$ cat src/rtl/captura_digitos_pkg.sv
// Shared codes, debounce state type and key-class helper for the digit-capture block.
package captura_pkg;

  localparam logic [4:0] COD_NADA    = 5'd16;
  localparam logic [3:0] COD_BORRAR  = 4'hA;
  localparam logic [3:0] COD_ENTER   = 4'hE;
  localparam logic [3:0] COD_LIMPIAR = 4'hF;

  typedef enum logic [1:0] {
    LIBRE      = 2'd0,
    CONFIRMA   = 2'd1,
    PRESIONADA = 2'd2
  } estado_t;

  function automatic logic es_digito(input logic [3:0] k);
    return (k <= 4'd9);
  endfunction

endpackage

$ cat src/rtl/captura_digitos_if.sv
// Committed-entry output channel: data plus valid/ready handshake.
interface captura_digitos_if #(
  parameter int N_DIG = 4
);
  logic [4*N_DIG-1:0] dato_out;
  logic               valid_out;
  logic               ready_in;

  modport master (output dato_out, output valid_out, input ready_in);
  modport slave  (input dato_out, input valid_out, output ready_in);
endinterface

$ cat src/rtl/captura_digitos_antirrebote_tecla.sv
// Press debouncer: turns a stream of scanned key samples into one tecla_ok pulse per press.
module antirrebote_tecla
  import captura_pkg::*;
#(
  parameter int ESTABLE    = 3,
  parameter int REL_CICLOS = 8
) (
  input  logic       clk,
  input  logic       rst,
  input  logic [4:0] codigo,
  input  logic       activo,
  output logic       tecla_ok,
  output logic [3:0] tecla
);

  localparam int QW = $clog2(REL_CICLOS + 1);
  localparam int NW = $clog2(ESTABLE + 1);
  localparam logic [QW-1:0] Q_MAX = QW'(REL_CICLOS);
  localparam logic [NW-1:0] N_OBJ = NW'(ESTABLE);

  estado_t         estado_r, estado_next_s;
  logic [QW-1:0]   q_r, q_next_s;
  logic [NW-1:0]   n_r, n_next_s;
  logic [3:0]      cand_r, cand_next_s;
  logic            valido_s;
  logic            quieto_s;
  logic            tecla_ok_s;

  // Quiet counter: cleared by any row activity, saturates at the release threshold.
  always_comb begin
    q_next_s = q_r;
    if (activo) begin
      q_next_s = QW'(0);
    end else if (q_r == Q_MAX) begin
      q_next_s = q_r;
    end else begin
      q_next_s = q_r + QW'(1);
    end
  end

  assign valido_s = activo && (codigo < COD_NADA);
  assign quieto_s = (q_next_s == Q_MAX);

  // Next-state and acceptance decode; acceptance is combinational so the buffer updates on the same edge.
  always_comb begin
    estado_next_s = estado_r;
    n_next_s      = n_r;
    cand_next_s   = cand_r;
    tecla_ok_s    = 1'b0;
    case (estado_r)
      LIBRE: begin
        if (valido_s) begin
          cand_next_s = codigo[3:0];
          n_next_s    = NW'(1);
          if (n_next_s == N_OBJ) begin
            tecla_ok_s    = 1'b1;
            estado_next_s = PRESIONADA;
          end else begin
            estado_next_s = CONFIRMA;
          end
        end else begin
          estado_next_s = LIBRE;
        end
      end
      CONFIRMA: begin
        if (valido_s) begin
          if (codigo[3:0] == cand_r) begin
            n_next_s = n_r + NW'(1);
          end else begin
            cand_next_s = codigo[3:0];
            n_next_s    = NW'(1);
          end
          if (n_next_s == N_OBJ) begin
            tecla_ok_s    = 1'b1;
            estado_next_s = PRESIONADA;
          end else begin
            estado_next_s = CONFIRMA;
          end
        end else if (quieto_s) begin
          estado_next_s = LIBRE;
          n_next_s      = NW'(0);
        end else begin
          estado_next_s = CONFIRMA;
        end
      end
      PRESIONADA: begin
        if (quieto_s) begin
          estado_next_s = LIBRE;
          n_next_s      = NW'(0);
        end else begin
          estado_next_s = PRESIONADA;
        end
      end
      default: begin
        estado_next_s = LIBRE;
        n_next_s      = NW'(0);
      end
    endcase
  end

  // Debounce state registers.
  always_ff @(posedge clk) begin
    if (rst) begin
      estado_r <= LIBRE;
      q_r      <= QW'(0);
      n_r      <= NW'(0);
      cand_r   <= 4'd0;
    end else begin
      estado_r <= estado_next_s;
      q_r      <= q_next_s;
      n_r      <= n_next_s;
      cand_r   <= cand_next_s;
    end
  end

  assign tecla_ok = tecla_ok_s;
  assign tecla    = cand_next_s;

endmodule

$ cat src/rtl/captura_digitos.sv
// Keypad digit-entry buffer with debounced input and valid/ready commit channel.
// Optional build macro CAPTURA_ECO_EN adds the eco/eco_tecla accepted-key echo.
module captura_digitos
  import captura_pkg::*;
#(
  parameter int N_DIG      = 4,
  parameter int ESTABLE    = 3,
  parameter int REL_CICLOS = 8
) (
  input  logic                       clk,
  input  logic                       rst,
  input  logic [4:0]                 codigo,
  input  logic                       activo,
  output logic [4*N_DIG-1:0]         digitos,
  output logic [$clog2(N_DIG+1)-1:0] cuenta,
  output logic                       rechazo,
  captura_digitos_if.master          sal
`ifdef CAPTURA_ECO_EN
  ,
  output logic                       eco,
  output logic [4:0]                 eco_tecla
`endif
);

  localparam int DW = 4 * N_DIG;
  localparam int CW = $clog2(N_DIG + 1);
  localparam logic [CW-1:0] C_MAX = CW'(N_DIG);

  logic            tecla_ok_s;
  logic [3:0]      tecla_s;
  logic [DW-1:0]   digitos_r, digitos_next_s;
  logic [CW-1:0]   cuenta_r, cuenta_next_s;
  logic [DW-1:0]   dato_r, dato_next_s;
  logic            valid_r, valid_next_s;
  logic            rechazo_r, rechazo_next_s;
  logic            libre_s;

  antirrebote_tecla #(
    .ESTABLE    (ESTABLE),
    .REL_CICLOS (REL_CICLOS)
  ) u_antirrebote (
    .clk      (clk),
    .rst      (rst),
    .codigo   (codigo),
    .activo   (activo),
    .tecla_ok (tecla_ok_s),
    .tecla    (tecla_s)
  );

  // The slot is reusable if empty or being drained on this very edge.
  assign libre_s = !valid_r || sal.ready_in;

  // Buffer edit and commit decode for the accepted key.
  always_comb begin
    digitos_next_s = digitos_r;
    cuenta_next_s  = cuenta_r;
    dato_next_s    = dato_r;
    valid_next_s   = valid_r && !sal.ready_in;
    rechazo_next_s = 1'b0;
    if (tecla_ok_s) begin
      case (tecla_s)
        COD_BORRAR: begin
          digitos_next_s = digitos_r >> 4'd4;
          if (cuenta_r != CW'(0)) begin
            cuenta_next_s = cuenta_r - CW'(1);
          end else begin
            cuenta_next_s = CW'(0);
          end
        end
        COD_LIMPIAR: begin
          digitos_next_s = DW'(0);
          cuenta_next_s  = CW'(0);
        end
        COD_ENTER: begin
          if (cuenta_r == CW'(0)) begin
            rechazo_next_s = 1'b0;
          end else if (libre_s) begin
            dato_next_s    = digitos_r;
            valid_next_s   = 1'b1;
            digitos_next_s = DW'(0);
            cuenta_next_s  = CW'(0);
          end else begin
            rechazo_next_s = 1'b1;
          end
        end
        default: begin
          // Codes B, C and D fall through here and are ignored.
          if (es_digito(tecla_s)) begin
            if (cuenta_r < C_MAX) begin
              digitos_next_s = {digitos_r[DW-5:0], tecla_s};
              cuenta_next_s  = cuenta_r + CW'(1);
            end else begin
              rechazo_next_s = 1'b1;
            end
          end else begin
            rechazo_next_s = 1'b0;
          end
        end
      endcase
    end else begin
      rechazo_next_s = 1'b0;
    end
  end

  // Buffer, output slot and reject pulse registers.
  always_ff @(posedge clk) begin
    if (rst) begin
      digitos_r <= DW'(0);
      cuenta_r  <= CW'(0);
      dato_r    <= DW'(0);
      valid_r   <= 1'b0;
      rechazo_r <= 1'b0;
    end else begin
      digitos_r <= digitos_next_s;
      cuenta_r  <= cuenta_next_s;
      dato_r    <= dato_next_s;
      valid_r   <= valid_next_s;
      rechazo_r <= rechazo_next_s;
    end
  end

  assign digitos       = digitos_r;
  assign cuenta        = cuenta_r;
  assign rechazo       = rechazo_r;
  assign sal.dato_out  = dato_r;
  assign sal.valid_out = valid_r;

`ifdef CAPTURA_ECO_EN
  logic       eco_r;
  logic [4:0] eco_tecla_r;

  // Echo of every accepted key, whatever its effect on the buffer.
  always_ff @(posedge clk) begin
    if (rst) begin
      eco_r       <= 1'b0;
      eco_tecla_r <= COD_NADA;
    end else if (tecla_ok_s) begin
      eco_r       <= 1'b1;
      eco_tecla_r <= {1'b0, tecla_s};
    end else begin
      eco_r       <= 1'b0;
      eco_tecla_r <= eco_tecla_r;
    end
  end

  assign eco       = eco_r;
  assign eco_tecla = eco_tecla_r;
`endif

endmodule

$ cat src/flat_wrapper.sv
// flat-port wrapper written by rule: the top's interface ports become plain ports
module captura_digitos_flat import captura_pkg::*;
#(
  parameter int N_DIG      = 4,
  parameter int ESTABLE    = 3,
  parameter int REL_CICLOS = 8
)
  (clk, rst, codigo, activo, digitos, cuenta, rechazo, sal_dato_out, sal_valid_out, sal_ready_in);
  captura_digitos_if #(.N_DIG(N_DIG)) sal_i ();
  input  logic clk;
  input  logic rst;
  input  logic [4:0] codigo;
  input  logic activo;
  output logic [4*N_DIG-1:0] digitos;
  output logic [$clog2(N_DIG+1)-1:0] cuenta;
  output logic rechazo;
  output wire logic [$bits(sal_i.dato_out)-1:0] sal_dato_out;
  output wire logic [$bits(sal_i.valid_out)-1:0] sal_valid_out;
  input wire logic [$bits(sal_i.ready_in)-1:0] sal_ready_in;
  assign sal_dato_out = sal_i.dato_out;
  assign sal_valid_out = sal_i.valid_out;
  assign sal_i.ready_in = sal_ready_in;
  captura_digitos #(.N_DIG(N_DIG), .ESTABLE(ESTABLE), .REL_CICLOS(REL_CICLOS)) u_core (.clk(clk), .rst(rst), .codigo(codigo), .activo(activo), .digitos(digitos), .cuenta(cuenta), .rechazo(rechazo), .sal(sal_i));
endmodule
$ cat config.mk
export PLATFORM = sky130hd
export DESIGN_NAME = captura_digitos_flat
export DESIGN_NICKNAME = d
export VERILOG_FILES = /design/src/rtl/captura_digitos_pkg.sv /design/src/rtl/captura_digitos_if.sv /design/src/rtl/captura_digitos_antirrebote_tecla.sv /design/src/rtl/captura_digitos.sv /design/src/flat_wrapper.sv
export SDC_FILE = /design/constraint.sdc
export NUM_CORES = 1
export LEC_CHECK = 0
export ABC_AREA = 1
export BUFFER_PORTS_ARGS = -buffer_cell sky130_fd_sc_hd__buf_2
export CELL_PAD_IN_SITES_DETAIL_PLACEMENT = 1
export CELL_PAD_IN_SITES_GLOBAL_PLACEMENT = 2
export CORE_AREA = 2 2 99 101
export DETAILED_ROUTE_END_ITERATION = 10
export DIE_AREA = 0 0 101 103
export HOLD_SLACK_MARGIN = 0.06
export PLACE_DENSITY = 0.77
export SYNTH_ARGS = -nofsm -noshare
export SYNTH_HDL_FRONTEND = slang
export SYNTH_SLANG_ARGS = --single-unit
$ cat constraint.sdc
create_clock -name clk -period 1.8 [get_ports clk]
set_clock_uncertainty 0.1 [all_clocks]
set_input_delay 0.09 -clock clk [delete_from_list [all_inputs] [get_ports clk]]
set_output_delay 0.09 -clock clk [all_outputs]
set_load 0.005 [all_outputs]
==> impl_metrics.toml <==
[detailed_routing]
drc = 0
dr_wl_met3_um = 218
dr_total_vias = 2566
ant_nets = 0
met2_length_mm = 3.51
drt_iter0_markers = 64
first_pass_iters = 4
routed.top_layer = "met4"
viasPerCell = 4.62
routed_wl_mm = 7.47
wl_met1_mm = 3.63
wl_per_cell_um = 13.4

[clocking]
max-clock-path-buffers = 2
cts.sinks = 49
clk_latency_ps = 300
cts_tree = "built"
root_buffer = "clkbuf_8"
h-tree-depth = 2
numCtsBuffers = 5
clk_pin_slew_ps = 90

[placement]
gp_congestion = 0.768
portBuffers = 45
post-dp-hpwl_mm = 5.49

[critical_path]
crit_chain = "inv_4 > nand3_4 > nand2_1 > nand2_2 > o21ai_2 > nand2_2 > nand3_4 > clkbuf_16 > nand2_1 > nand2_1 > nor2_1"
reg2regPathDepth = 11
r2r_end = "u_core.digitos[0]"
rr_startpoint = "u_core.u_antirrebote.estado_r[1]"
slowest_stage = "dfxtp_4"
critPathKind = "flip-flop to flip-flop"
crit_top_cell = "nand2_1"
cp-end-kind = "flip-flop"
required_ps = 1910
path_buf_inv = 2
critPathMaxStageDelay_ps = 370
crit_arrival_ps = 1860
startpoint_type = "flip-flop"
cp_max_fo = 7
crit_family = "simple AND/OR/NAND/NOR gates"
r2r_setup_slack_ps = 50

[grt]
grt_pass1_vias = 2437
grt_overflow = 0
grt.total_usage = 0.141
grt_max_degree = 29
antenna_found_initial = 0
grt_pass1_wl_mm = 11.7

[synthesis]
synthArstFlopShare = 0
syn_area_mm2 = 0.00248
synth_seq_cells = 49
ys_seq_area_frac = 0.396
syn_avg_cell_area_um2 = 6.79
synth_edf_count = 0
ys_warn_count = 0
synth_fp_nets = 380
syn_inst = 365
ys.flop_type = "dfxtp_1"
synth.distinct_cells = 28

[hold_path]
min_to = "u_core.u_antirrebote.q_r[2]"
hold_path_depth = 4
hp-start = "activo"
hold_path.class = "input pin to flip-flop"

[timing]
period_share = 0.975
max_slew_margin = 0.773
worst_pin_slew_ps = 341
rsz0062_at_grt = "true"
fmax_mhz = 570
final-setup-viol-count = 0
fin_setup_tns_ps = 0
period_needed_ps = 1750
slew_violations = 0
final-hold-violation-count = 0

[flow_run]
max-cap-violations = 0

[die]
rows = 36
die_h_um = 103
die-area_mm2 = 0.0104
io_pins = 46
die_w_um = 101
core_area_mm2 = 0.00946
start_util = 0.262

[final_layout]
n_fill_cell = 1196
post-route-util = 0.350
layout-drive-gt1-share = 0.305
diodes = 0
final_cell_mix = "87 x nand2_1, 50 x nor2_1, 45 x buf_2"
syn2layout_area_growth_pct = 33.6
layout.nets = 457
final_common_cell = "nand2_1"

[power_and_ir_drop]
pwr_density_cell_mw_per_mm2 = 603
leakagePower_nw = 1.66
finalPower_mw = 1.99
ir_drop_uv = 310

[run_status]
status = "completed"
[registers in the layout (all words and copies together), names as in the netlist]
name / count
u_core.digitos: 16
u_core.sal.dato_out: 16
u_core.cuenta: 3
u_core.u_antirrebote.estado_r: 2
u_core.rechazo: 1
u_core.u_antirrebote.n_r: 2
u_core.u_antirrebote.q_r: 4
u_core.u_antirrebote.cand_r: 4
u_core.sal.valid_out: 1
[worst reg2reg max path: stages (launching register included)]
cell,delay (ps)
dfxtp_4,370
inv_4,70
nand3_4,110
nand2_1,100
nand2_2,90
o21ai_2,210
nand2_2,110
nand3_4,180
clkbuf_16,180
nand2_1,50
nand2_1,60
nor2_1,40
[cell usage after synthesis, types with 3 or more instances]
master	count	area [µm²]
nand2_1	94	353
nor2_1	54	203
dfxtp_1	49	981
inv_1	42	158
nand3_1	29	145
a21oi_1	25	125
o22ai_1	12	75.1
clkbuf_1	6	22.5
ha_1	6	75.1
nand2_2	6	37.5
o21ai_0	6	30.0
nand4_1	5	31.3
buf_4	4	30.0
inv_2	4	15.0
nor2_2	3	18.8
nor3_1	3	15.0
[layer usage]
metal	GRT usage	up-vias
met3	0.0231	8
met4	0.0468	0
met5	0	-
met1	0.184	1212
li1	-	1306
met2	0.238	40
[logic make-up after synthesis]
family / share of synthesized area
compound gates: 0.102
xor+xnor: 0.0141
fa+ha+maj: 0.0303
buf+inv: 0.104
flops: 0.396
simple gates: 0.353
[power by group]
group          internal (mW)  switching, mW
registers               1.09         0.0123
clock network          0.305          0.370
logic                 0.0823          0.131
[what timing repair did]
action | 4_1_cts | 5_1_grt
hold buffers | 1 | 0
cloned | 0 | 3
endpoints found under the setup margin | 33 | 40
endpoints found under the hold margin | 1 | 0
pin swaps | 0 | 13
setup buffers | 0 | 2
resized for setup | 3 | 34
[cell type report]
| type | count | area [µm²] | share of cell area |
|---|---|---|---|
| clock inverter | 1 | 7.51 | 0.00227 |
| sequential | 49 | 992 | 0.300 |
| tap | 114 | 143 | 0.0431 |
| multi-input combinational | 256 | 1330 | 0.401 |
| inverter | 46 | 175 | 0.0529 |
| clock buffer | 6 | 82.6 | 0.0249 |
| timing repair buffer | 84 | 583 | 0.176 |
[stage by stage]
stage	worst slack [ps]	area, µm²	hold WS (ps)	std cells
2_1_floorplan	4.44	2480	160	365
3_3_place_gp	-20.2	3020	345	543
3_5_place_dp	-47.8	3020	354	543
4_1_cts	-2.37	3140	101	551
5_1_grt	-105	3310	117	556
6_report	45.2	3310	112	556
[worst max path at each step]
| stage | endpoint | start | cells past startpoint |
|---|---|---|---|
| after global placement | u_core.sal.dato_out[9] | u_core.u_antirrebote.cand_r[1] | 9 |
| after detailed placement | u_core.sal.dato_out[13] | u_core.u_antirrebote.cand_r[1] | 9 |
| after floorplan | u_core.sal.dato_out[10] | u_core.cuenta[0] | 8 |
| after global routing | u_core.digitos[0] | u_core.u_antirrebote.estado_r[1] | 12 |
| final | u_core.digitos[0] | u_core.u_antirrebote.estado_r[1] | 11 |
| after CTS | u_core.sal.dato_out[12] | u_core.u_antirrebote.cand_r[1] | 9 |
(Power assumes the default switching activity.)
